## src/rtl/alu_multicycle_if.sv

```systemverilog
// Start/busy/done handshake bundle between the control unit and alu_multicycle.
interface alu_multicycle_if #(
    parameter int W     = 8,
    parameter int CMD_W = 4
);
    logic             start;
    logic [CMD_W-1:0] alu_cmd;
    logic [W-1:0]     inA;
    logic [W-1:0]     inB;
    logic             f_in;
    logic             busy;
    logic             done;
    logic [W-1:0]     rslt;
    logic [W-1:0]     rslt_hi;
    logic             out;

    modport master (
        output start, alu_cmd, inA, inB, f_in,
        input  busy, done, rslt, rslt_hi, out
    );

    modport slave (
        input  start, alu_cmd, inA, inB, f_in,
        output busy, done, rslt, rslt_hi, out
    );
endinterface

```

## src/rtl/alu_multicycle.sv

```systemverilog
// Registered ALU: single-cycle ops plus iterative shift (1 bit/cycle) and shift-add multiply.
module alu_multicycle #(
    parameter int W     = 8,
    parameter int CMD_W = 4
) (
    input logic             clk,
    input logic             reset,
    alu_multicycle_if.slave bus
);
    localparam int CW = $clog2(W + 1);

    localparam logic [CMD_W-1:0] OP_ADD  = CMD_W'(0);
    localparam logic [CMD_W-1:0] OP_SUB  = CMD_W'(1);
    localparam logic [CMD_W-1:0] OP_NOT  = CMD_W'(2);
    localparam logic [CMD_W-1:0] OP_CMP  = CMD_W'(3);
    localparam logic [CMD_W-1:0] OP_MOVL = CMD_W'(4);
    localparam logic [CMD_W-1:0] OP_MOVR = CMD_W'(5);
    localparam logic [CMD_W-1:0] OP_SHC  = CMD_W'(6);
    localparam logic [CMD_W-1:0] OP_ADC  = CMD_W'(7);
    localparam logic [CMD_W-1:0] OP_ADDI = CMD_W'(8);
    localparam logic [CMD_W-1:0] OP_SH   = CMD_W'(9);
    localparam logic [CMD_W-1:0] OP_MUL  = CMD_W'(10);

    typedef enum logic {IDLE, RUN} state_t;

    state_t        state;
    logic          busy_q;
    logic          done_q;
    logic          out_q;
    logic [W-1:0]  rslt_q;
    logic [W-1:0]  hi_q;
    logic          is_mul;
    logic          left;
    logic [CW-1:0] cnt;
    logic [W-1:0]  work;
    logic [W-1:0]  acc;
    logic [W-1:0]  mcand;

    logic [W-1:0]  a;
    logic [W-1:0]  b;
    logic [W:0]    s_res;
    logic [W-1:0]  mag;
    logic [CW-1:0] k;
    logic [W:0]    sum;
    logic [W-1:0]  step_work;
    logic [W-1:0]  step_acc;
    logic          step_bit;

    assign a = bus.inA;
    assign b = bus.inB;

    assign bus.busy    = busy_q;
    assign bus.done    = done_q;
    assign bus.out     = out_q;
    assign bus.rslt    = rslt_q;
    assign bus.rslt_hi = hi_q;

    always_comb begin
        s_res = '0;
        unique case (bus.alu_cmd)
            OP_ADD:  s_res = {1'b0, a} + {1'b0, b};
            OP_SUB:  s_res = {1'b0, a} - {1'b0, b};
            OP_NOT:  s_res = {1'b0, ~b};
            OP_CMP:  s_res = {a == b, {W{1'b0}}};
            OP_MOVL: s_res = {1'b0, b};
            OP_MOVR: s_res = {1'b0, a};
            OP_SHC:  s_res = b[3] ? {a[0], bus.f_in, a[W-1:1]}
                                  : {a[W-1], a[W-2:0], bus.f_in};
            OP_ADC:  s_res = {1'b0, a} + {1'b0, b} + {{W{1'b0}}, bus.f_in};
            // The immediate is already W bits wide; out is the carry of the W-bit add.
            OP_ADDI: s_res = {1'b0, a} + {1'b0, b};
            default: s_res = '0;
        endcase
    end

    // Most-negative immediate yields 2^(W-1) unsigned, which the clamp then caps at W.
    assign mag = b[W-1] ? -b : b;
    assign k   = (mag > W'(W)) ? CW'(W) : CW'(mag);

    always_comb begin
        sum       = '0;
        step_work = work;
        step_acc  = acc;
        step_bit  = 1'b0;
        if (is_mul) begin
            sum       = {1'b0, acc} + (work[0] ? {1'b0, mcand} : '0);
            step_acc  = sum[W:1];
            step_work = {sum[0], work[W-1:1]};
        end else if (left) begin
            step_work = {work[W-2:0], 1'b0};
            step_bit  = work[W-1];
        end else begin
            step_work = {1'b0, work[W-1:1]};
            step_bit  = work[0];
        end
    end

    always_ff @(posedge clk or posedge reset) begin
        if (reset) begin
            state  <= IDLE;
            busy_q <= 1'b0;
            done_q <= 1'b0;
            out_q  <= 1'b0;
            rslt_q <= '0;
            hi_q   <= '0;
            is_mul <= 1'b0;
            left   <= 1'b0;
            cnt    <= '0;
            work   <= '0;
            acc    <= '0;
            mcand  <= '0;
        end else begin
            done_q <= 1'b0;
            unique case (state)
                IDLE: begin
                    if (bus.start) begin
                        if (bus.alu_cmd == OP_MUL) begin
                            state  <= RUN;
                            busy_q <= 1'b1;
                            is_mul <= 1'b1;
                            work   <= b;
                            mcand  <= a;
                            acc    <= '0;
                            cnt    <= CW'(W);
                        end else if (bus.alu_cmd == OP_SH && k != '0) begin
                            state  <= RUN;
                            busy_q <= 1'b1;
                            is_mul <= 1'b0;
                            left   <= b[W-1];
                            work   <= a;
                            cnt    <= k;
                        end else if (bus.alu_cmd == OP_SH) begin
                            rslt_q <= a;
                            out_q  <= 1'b0;
                            hi_q   <= '0;
                            done_q <= 1'b1;
                        end else begin
                            rslt_q <= s_res[W-1:0];
                            out_q  <= s_res[W];
                            hi_q   <= '0;
                            done_q <= 1'b1;
                        end
                    end
                end
                RUN: begin
                    work <= step_work;
                    acc  <= step_acc;
                    cnt  <= cnt - 1'b1;
                    if (cnt == CW'(1)) begin
                        state  <= IDLE;
                        busy_q <= 1'b0;
                        done_q <= 1'b1;
                        rslt_q <= step_work;
                        if (is_mul) begin
                            hi_q  <= step_acc;
                            out_q <= |step_acc;
                        end else begin
                            hi_q  <= '0;
                            out_q <= step_bit;
                        end
                    end
                end
                default: state <= IDLE;
            endcase
        end
    end
endmodule

```

## src/flat_wrapper.sv

```systemverilog
// flat-port wrapper written by rule: the top's interface ports become plain ports
module alu_multicycle_flat 
#(
    parameter int W     = 8,
    parameter int CMD_W = 4
)
  (clk, reset, bus_start, bus_alu_cmd, bus_inA, bus_inB, bus_f_in, bus_busy, bus_done, bus_rslt, bus_rslt_hi, bus_out);
  alu_multicycle_if #(.W(W), .CMD_W(CMD_W)) bus_i ();
  input logic clk;
  input logic reset;
  input wire logic [$bits(bus_i.start)-1:0] bus_start;
  input wire logic [$bits(bus_i.alu_cmd)-1:0] bus_alu_cmd;
  input wire logic [$bits(bus_i.inA)-1:0] bus_inA;
  input wire logic [$bits(bus_i.inB)-1:0] bus_inB;
  input wire logic [$bits(bus_i.f_in)-1:0] bus_f_in;
  output wire logic [$bits(bus_i.busy)-1:0] bus_busy;
  output wire logic [$bits(bus_i.done)-1:0] bus_done;
  output wire logic [$bits(bus_i.rslt)-1:0] bus_rslt;
  output wire logic [$bits(bus_i.rslt_hi)-1:0] bus_rslt_hi;
  output wire logic [$bits(bus_i.out)-1:0] bus_out;
  assign bus_i.start = bus_start;
  assign bus_i.alu_cmd = bus_alu_cmd;
  assign bus_i.inA = bus_inA;
  assign bus_i.inB = bus_inB;
  assign bus_i.f_in = bus_f_in;
  assign bus_busy = bus_i.busy;
  assign bus_done = bus_i.done;
  assign bus_rslt = bus_i.rslt;
  assign bus_rslt_hi = bus_i.rslt_hi;
  assign bus_out = bus_i.out;
  alu_multicycle #(.W(W), .CMD_W(CMD_W)) u_core (.clk(clk), .reset(reset), .bus(bus_i));
endmodule
```

## config.mk

```make
export PLATFORM = sky130hd
export DESIGN_NAME = alu_multicycle_flat
export DESIGN_NICKNAME = d
export VERILOG_FILES = /design/src/rtl/alu_multicycle_if.sv /design/src/rtl/alu_multicycle.sv /design/src/flat_wrapper.sv
export SDC_FILE = /design/constraint.sdc
export NUM_CORES = 1
export LEC_CHECK = 0
export CORE_ASPECT_RATIO = 1.2
export CORE_MARGIN = 1
export CORE_UTILIZATION = 55
export CTS_CLUSTER_DIAMETER = 150
export DETAILED_ROUTE_END_ITERATION = 12
export PLACE_DENSITY = 0.78
export SLEW_MARGIN = 20
export SYNTH_ARGS = -nofsm -noshare
export SYNTH_HDL_FRONTEND = slang
export SYNTH_SLANG_ARGS = --single-unit
export TNS_END_PERCENT = 100
```

## constraint.sdc

```tcl
create_clock -name clk -period 6.6 [get_ports clk]
set_clock_uncertainty 0.1 [all_clocks]
set_input_delay 0.99 -clock clk [delete_from_list [all_inputs] [get_ports clk]]
set_output_delay 0.99 -clock clk [all_outputs]
set_load 0.03 [all_outputs]
```

# Word-level counts from Yosys, hierarchy flattened
# Index checks and enable logic that the tools add are counted.
dict set report word_totals {
  in_bits 24
  regBits 50
}
dict set report classes {
  magnitude_cmp 1
  reduce_logical 13
  muxes 56
  n_addsub 6
  eq_ne 18
  bitwise_logic 3
}
# op count
set op_table {}
lappend op_table {{$mux 8} 20}
lappend op_table {{$pmux 9 s8} 1}
lappend op_table {{$pmux 8 s2} 4}
lappend op_table {{$mux 1} 21}
lappend op_table {{$eq 4x3->1 const B} 4}
lappend op_table {{$mux 4} 4}
lappend op_table {{$eq 4x4->1 const B} 3}
lappend op_table {{$add 8x8->9} 1}
lappend op_table {{$add 8x9->9} 1}
lappend op_table {{$add 9x1->9} 1}
lappend op_table {{$mux 9} 1}
lappend op_table {{$reduce_and 3->1} 3}
lappend op_table {{$sub 8x8->9} 1}
lappend op_table {{$eq 4x1->1 const B} 2}
lappend op_table {{$eq 4x2->1 const B} 2}
lappend op_table {{$eq 8x8->1} 1}
lappend op_table {{$gt 8x4->1 const B} 1}
lappend op_table {{$ne 2x2->1 const B} 4}
lappend op_table {{$neg 8->8} 1}
lappend op_table {{$not 8->8} 1}
lappend op_table {{$pmux 1 s2} 4}
lappend op_table {{$pmux 4 s2} 1}
lappend op_table {{$reduce_and 4->1} 2}
lappend op_table {{$reduce_or 8->1} 1}
lappend op_table {{10 further kinds} 12}

# Depth between registers and ports, before layout
dict set report logic_depth {
  depth_word 10
  ltp_mapped 12
}

# Least setup slack after synthesis
# Ideal clock, no wire load.
dict set report synth_path {
  path_kind {input -> register}
  startpoint {input port bus_inB[3]}
  endpoint {register u_core.out_q (netlist: u_core.bus.out)}
  setup_slack_ns 3.139
  cell_stages 11
  t_required_ns 6.368
  t_arrival_ns 3.229
  path_cell_list {buf_2 > inv_1 > ha_1 > buf_2 > nor2b_1 > a21oi_1 > xor2_1 > or3_1 > or4_1 > nand3_1 > a211oi_2}
}
dict set report synth_between {
  elab_chain_len 8
  word_cells_on_any_way 19
  cone_classes {add/sub (4); order compare (1); eq/ne (2); mux (9); reduce/logical (3)}
}
# element line
set synth_rtl {}
lappend synth_rtl {{start: declaration} flat_wrapper.sv:14} ;# input wire logic [$bits(bus_i.inB)-1:0] bus_inB;
lappend synth_rtl {{$add 8x8->9 / $neg 8->8 (equally long branches)} n/a}
lappend synth_rtl {{$add 9x1->9 / $mux 8 (equally long branches)} {alu_multicycle.sv:69, alu_multicycle.sv:77}}
lappend synth_rtl {{$pmux 9 s8 / $gt 8x4->1 (equally long branches)} {alu_multicycle.sv:60, alu_multicycle.sv:78}}
lappend synth_rtl {{$mux 1 / $mux 4 (equally long branches)} {alu_multicycle.sv:132, alu_multicycle.sv:78}}
lappend synth_rtl {{$mux 1 / $reduce_bool 4->1 (equally long branches)} alu_multicycle.sv:125} ;# end else if (bus.alu_cmd == OP_SH && k != '0) begin
lappend synth_rtl {{$mux 1 / $logic_and 1x1->1 (equally long branches)} {alu_multicycle.sv:117, alu_multicycle.sv:125}}
lappend synth_rtl {{$mux 1 / $ne 2x2->1 (equally long branches)} n/a}
lappend synth_rtl {{$pmux 1 s2 / $reduce_and 4->1 (equally long branches)} n/a}
lappend synth_rtl {{end signal: assignment} alu_multicycle.sv:139} ;# out_q <= s_res[W];
lappend synth_rtl {{end signal: assignment} alu_multicycle.sv:156} ;# out_q <= |step_acc;
lappend synth_rtl {{end signal: assignment} alu_multicycle.sv:159} ;# out_q <= step_bit;
lappend synth_rtl {{end: declaration} alu_multicycle.sv:29} ;# logic out_q;
# Parallel ways exist; a longest one is shown, timed or not. The select of a mux whose other input is x is not followed.
# A chain may end at the register's enable or synchronous reset.

# Worst setup path after layout
dict set report layout_path {
  startpoint {input port bus_inB[1]}
  endpoint {register u_core.cnt[3]}
}
dict set report layout_between {
  elab_chain_len 8
  word_cells_on_any_way 12
  cone_classes {add/sub (1); order compare (1); eq/ne (1); mux (6); reduce/logical (3)}
}
# element line
set layout_rtl {}
lappend layout_rtl {{$neg 8->8} alu_multicycle.sv:77} ;# assign mag = b[W-1] ? -b : b;
lappend layout_rtl {{$mux 8 *} alu_multicycle.sv:77}
lappend layout_rtl {{$gt 8x4->1} alu_multicycle.sv:78} ;# assign k = (mag > W'(W)) ? CW'(W) : CW'(mag);
lappend layout_rtl {{$mux 4 *} alu_multicycle.sv:78}
lappend layout_rtl {{$mux 4 / $reduce_bool 4->1 (equally long branches)} alu_multicycle.sv:125}
lappend layout_rtl {{$mux 4 / $logic_and 1x1->1 (equally long branches)} {alu_multicycle.sv:117, alu_multicycle.sv:125}}
lappend layout_rtl {{$mux 4 / $ne 3x1->1 (equally long branches)} n/a}
lappend layout_rtl {{$pmux 4 s2 / $reduce_and 2->1 (equally long branches)} n/a}
lappend layout_rtl {{end signal: assignment} alu_multicycle.sv:124} ;# cnt <= CW'(W);
lappend layout_rtl {{end signal: assignment} alu_multicycle.sv:131} ;# cnt <= k;
lappend layout_rtl {{end signal: assignment} alu_multicycle.sv:148} ;# cnt <= cnt - 1'b1;
lappend layout_rtl {{end: declaration} alu_multicycle.sv:34} ;# logic [CW-1:0] cnt;
# Mark *: on every way between the ends. The rest lies on a longest branch, timed or not. The select of a mux whose other input is x is not followed.

==> impl_metrics.ini <==
[floorplan]
io_pins = 43
fp.dieH_um = 100
coreArea_um2 = 7750
die_w_um = 83.9
die_area_um2 = 8410
rows = 35
start_util_pct = 57.1

[critical_path]
end_kind = flop
crit_type = input pin to flop
worst_r2r_path_depth = 11
cp.arrival_ps = 4240
path_max_fanout = 23
start_kind = input pin
r2r_slack_ps = 3490
rr_endpoint = u_core.bus.out
r2r_start = u_core.work[0]
critPathRequiredTime_ps = 6690

[status]
status = finished, violations left
failed_checks = design-rule violations

[yosys]
synth-edff-count = 0
synth_top_area_share_pct = 28.3
synth_cells = 540
async_reset_ff_share_pct = 100
synth_top_flop_cell = dfrtp_1
yosysTopAreaCell = dfrtp_1
synth.ff_latch_count = 50
yosysWarnings = 0
synth.distinct_cells = 68
synth_area_per_cell_um2 = 8.20
synthTopCellsByArea = dfrtp_1 28%, ha_1 8.2%, nand2_1 6.5%, o21ai_0 4.1%, mux2i_1 2.7%
yosysSeqAreaShare_pct = 28.3
synth.cell_area_um2 = 4430
syn_nets = 596

[routing]
final_antenna_net_count = 0
first_iter_violations = 227
via_count = 4273
vias_per_cell = 6.53
wl_per_cell_um = 19.6
drt_first_pass_iters = 9
wirelength_mm = 12.8
drcViolationCount = 10

[clock_tree]
cts.clk_slew.worst_paths_ps = 100
insertion_delay_ps = 310
holdBufCountCts = 0
postCtsSetupRepairBufs = 0
ctsRootBufferMaster = clkbuf_8
numClockSinks = 50
cts_resized = 0
clock_path_buffers = 2
cts_made_buffers = 5
cts_max_level = 2
cts_tree = done

[timing]
worst_slew_pin_slew_ps = 974
max_slew_margin_pct = 35.1
period_needed_ps = 4160
fin_tns_setup_ps = 0
rsz0062_at_grt = no
drv_slew = 0
period_share_pct = 63.0
hold_viol = 0
setup_violations = 0
fmax_mhz = 241

[hold_path]
whs_path_depth = 2
hold_end = u_core.bus.rslt_hi[3]
min_from = u_core.bus.rslt_hi[3]
hp-class = flop to flop

[grt]
grt_remaining_overflow = 0
grt_max_degree = 51
grt_pass1_vias = 3979
groute.usage.overall_pct = 30.9
antenna_found_initial = 0
grt_first_pass_wirelength_mm = 20.2

[cells_and_area]
final_common_cell = nand2_1
final_cells = 654
fin_area_um2 = 4940
drive_gt1_share_pct = 7.30
diodes = 0
final_cell_mix = 77 x nand2_1, 50 x dfrtp_1, 42 x clkdlybuf4s50_1
area_growth_pct = 11.7
num-nets-final = 617

[pwr]
vdd_ir_drop_max_mv = 0.126
p_leak_uw = 0.00214
power_uw = 1710
power_density_nw_per_um2 = 345

[run]
cap_violations = 0

[placed_design]
post_dp_cell_area_um2 = 4830
numPortBuffers = 42
place_congestion = 0.967
placed_cells = 646
dp_hpwl_mm = 9.76
[layer usage]
metal  global-route usage [%]  up-vias  share of wire (%)
met5                        0        -                  0
met4                     15.9        0                4.0
met3                     5.35       44                6.6
met2                     53.6      178                 49
met1                     36.9     2051                 40
li1                         -     2000                  -
[metrics by stage]
stage / hold WS, ps / util [%] / worst slack (ps)
after floorplan: 342 / - / 3140
after global placement: 350 / 62.3 / 2210
after detailed placement: 356 / 62.3 / 2140
after CTS: 379 / 63.8 / 2470
after global routing: 413 / 63.8 / 2260
final: 374 / 63.8 / 2440
[critical path, cell delays in order]
cell and delay (ps):
clkdlybuf4s50_1 570, inv_1 290, ha_1 270, or3b_1 420
nor4b_4 270, o211ai_2 160, a21o_1 200, a21oi_2 730
mux2i_1 270, a21oi_1 50
[synth_stat cells (6+ instances only)]
cell type	count
a2111oi_0	7
a211oi_1	11
a21o_1	6
a21oi_1	21
and2_1	8
and3_1	6
buf_2	7
clkbuf_1	18
dfrtp_1	50
ha_1	29
inv_1	25
mux2_2	7
mux2i_1	12
nand2_1	77
nand2b_1	11
nand3_1	14
nor2_1	32
nor2b_1	16
nor3_1	12
nor3b_1	6
o21ai_0	36
o22ai_1	8
o31ai_1	9
or3_1	7
xnor2_1	10
xor2_1	10
[sequential cells by signal, indices dropped and copies added, names as in the netlist]
register,cells
u_core.acc,8
u_core.bus.rslt,8
u_core.bus.rslt_hi,8
u_core.mcand,8
u_core.work,8
u_core.cnt,4
u_core.bus.busy,1
u_core.bus.done,1
u_core.bus.out,1
u_core.is_mul,1
u_core.left,1
u_core.state,1
[logic make-up after synthesis]
logic type / count (synthesis) / synth area share [%]
DFF: 50 / 28.3
AOI/OAI and AO/OA: 148 / 23.4
muxes: 19 / 4.49
buffers and inverters: 57 / 5.71
adders and majority gates: 32 / 9.55
and+or+nand+nor: 214 / 24.6
xor gates and xnor gates: 20 / 3.96
[report_power, final]
part	internal, µW	switching [µW]
sequential	440	99.4
combinational	377	567
clock	114	110
total	931	777
[how the worst max path moves through the flow]
stage / from / end / slack, ps
floorplan: bus_inB[3] / u_core.bus.out / 3140
global route: bus_inB[1] / u_core.cnt[3] / 2260
detailed placement: bus_inB[1] / u_core.cnt[3] / 2140
CTS: bus_inB[1] / u_core.cnt[3] / 2470
global placement: bus_inB[3] / u_core.bus.out / 2210
finish: bus_inB[1] / u_core.cnt[3] / 2440
[layout make-up]
| class | count | area [µm²] |
|---|---|---|
| multi-input combinational | 433 | 2930 |
| fill | 683 | 2810 |
| sequential | 50 | 1250 |
| timing repair buffer | 44 | 435 |
| tap | 92 | 115 |
| inverter | 27 | 103 |
| clock buffer | 5 | 68.8 |
| clock inverter | 3 | 43.8 |
Note: power is estimated with default switching activity, not from simulation.
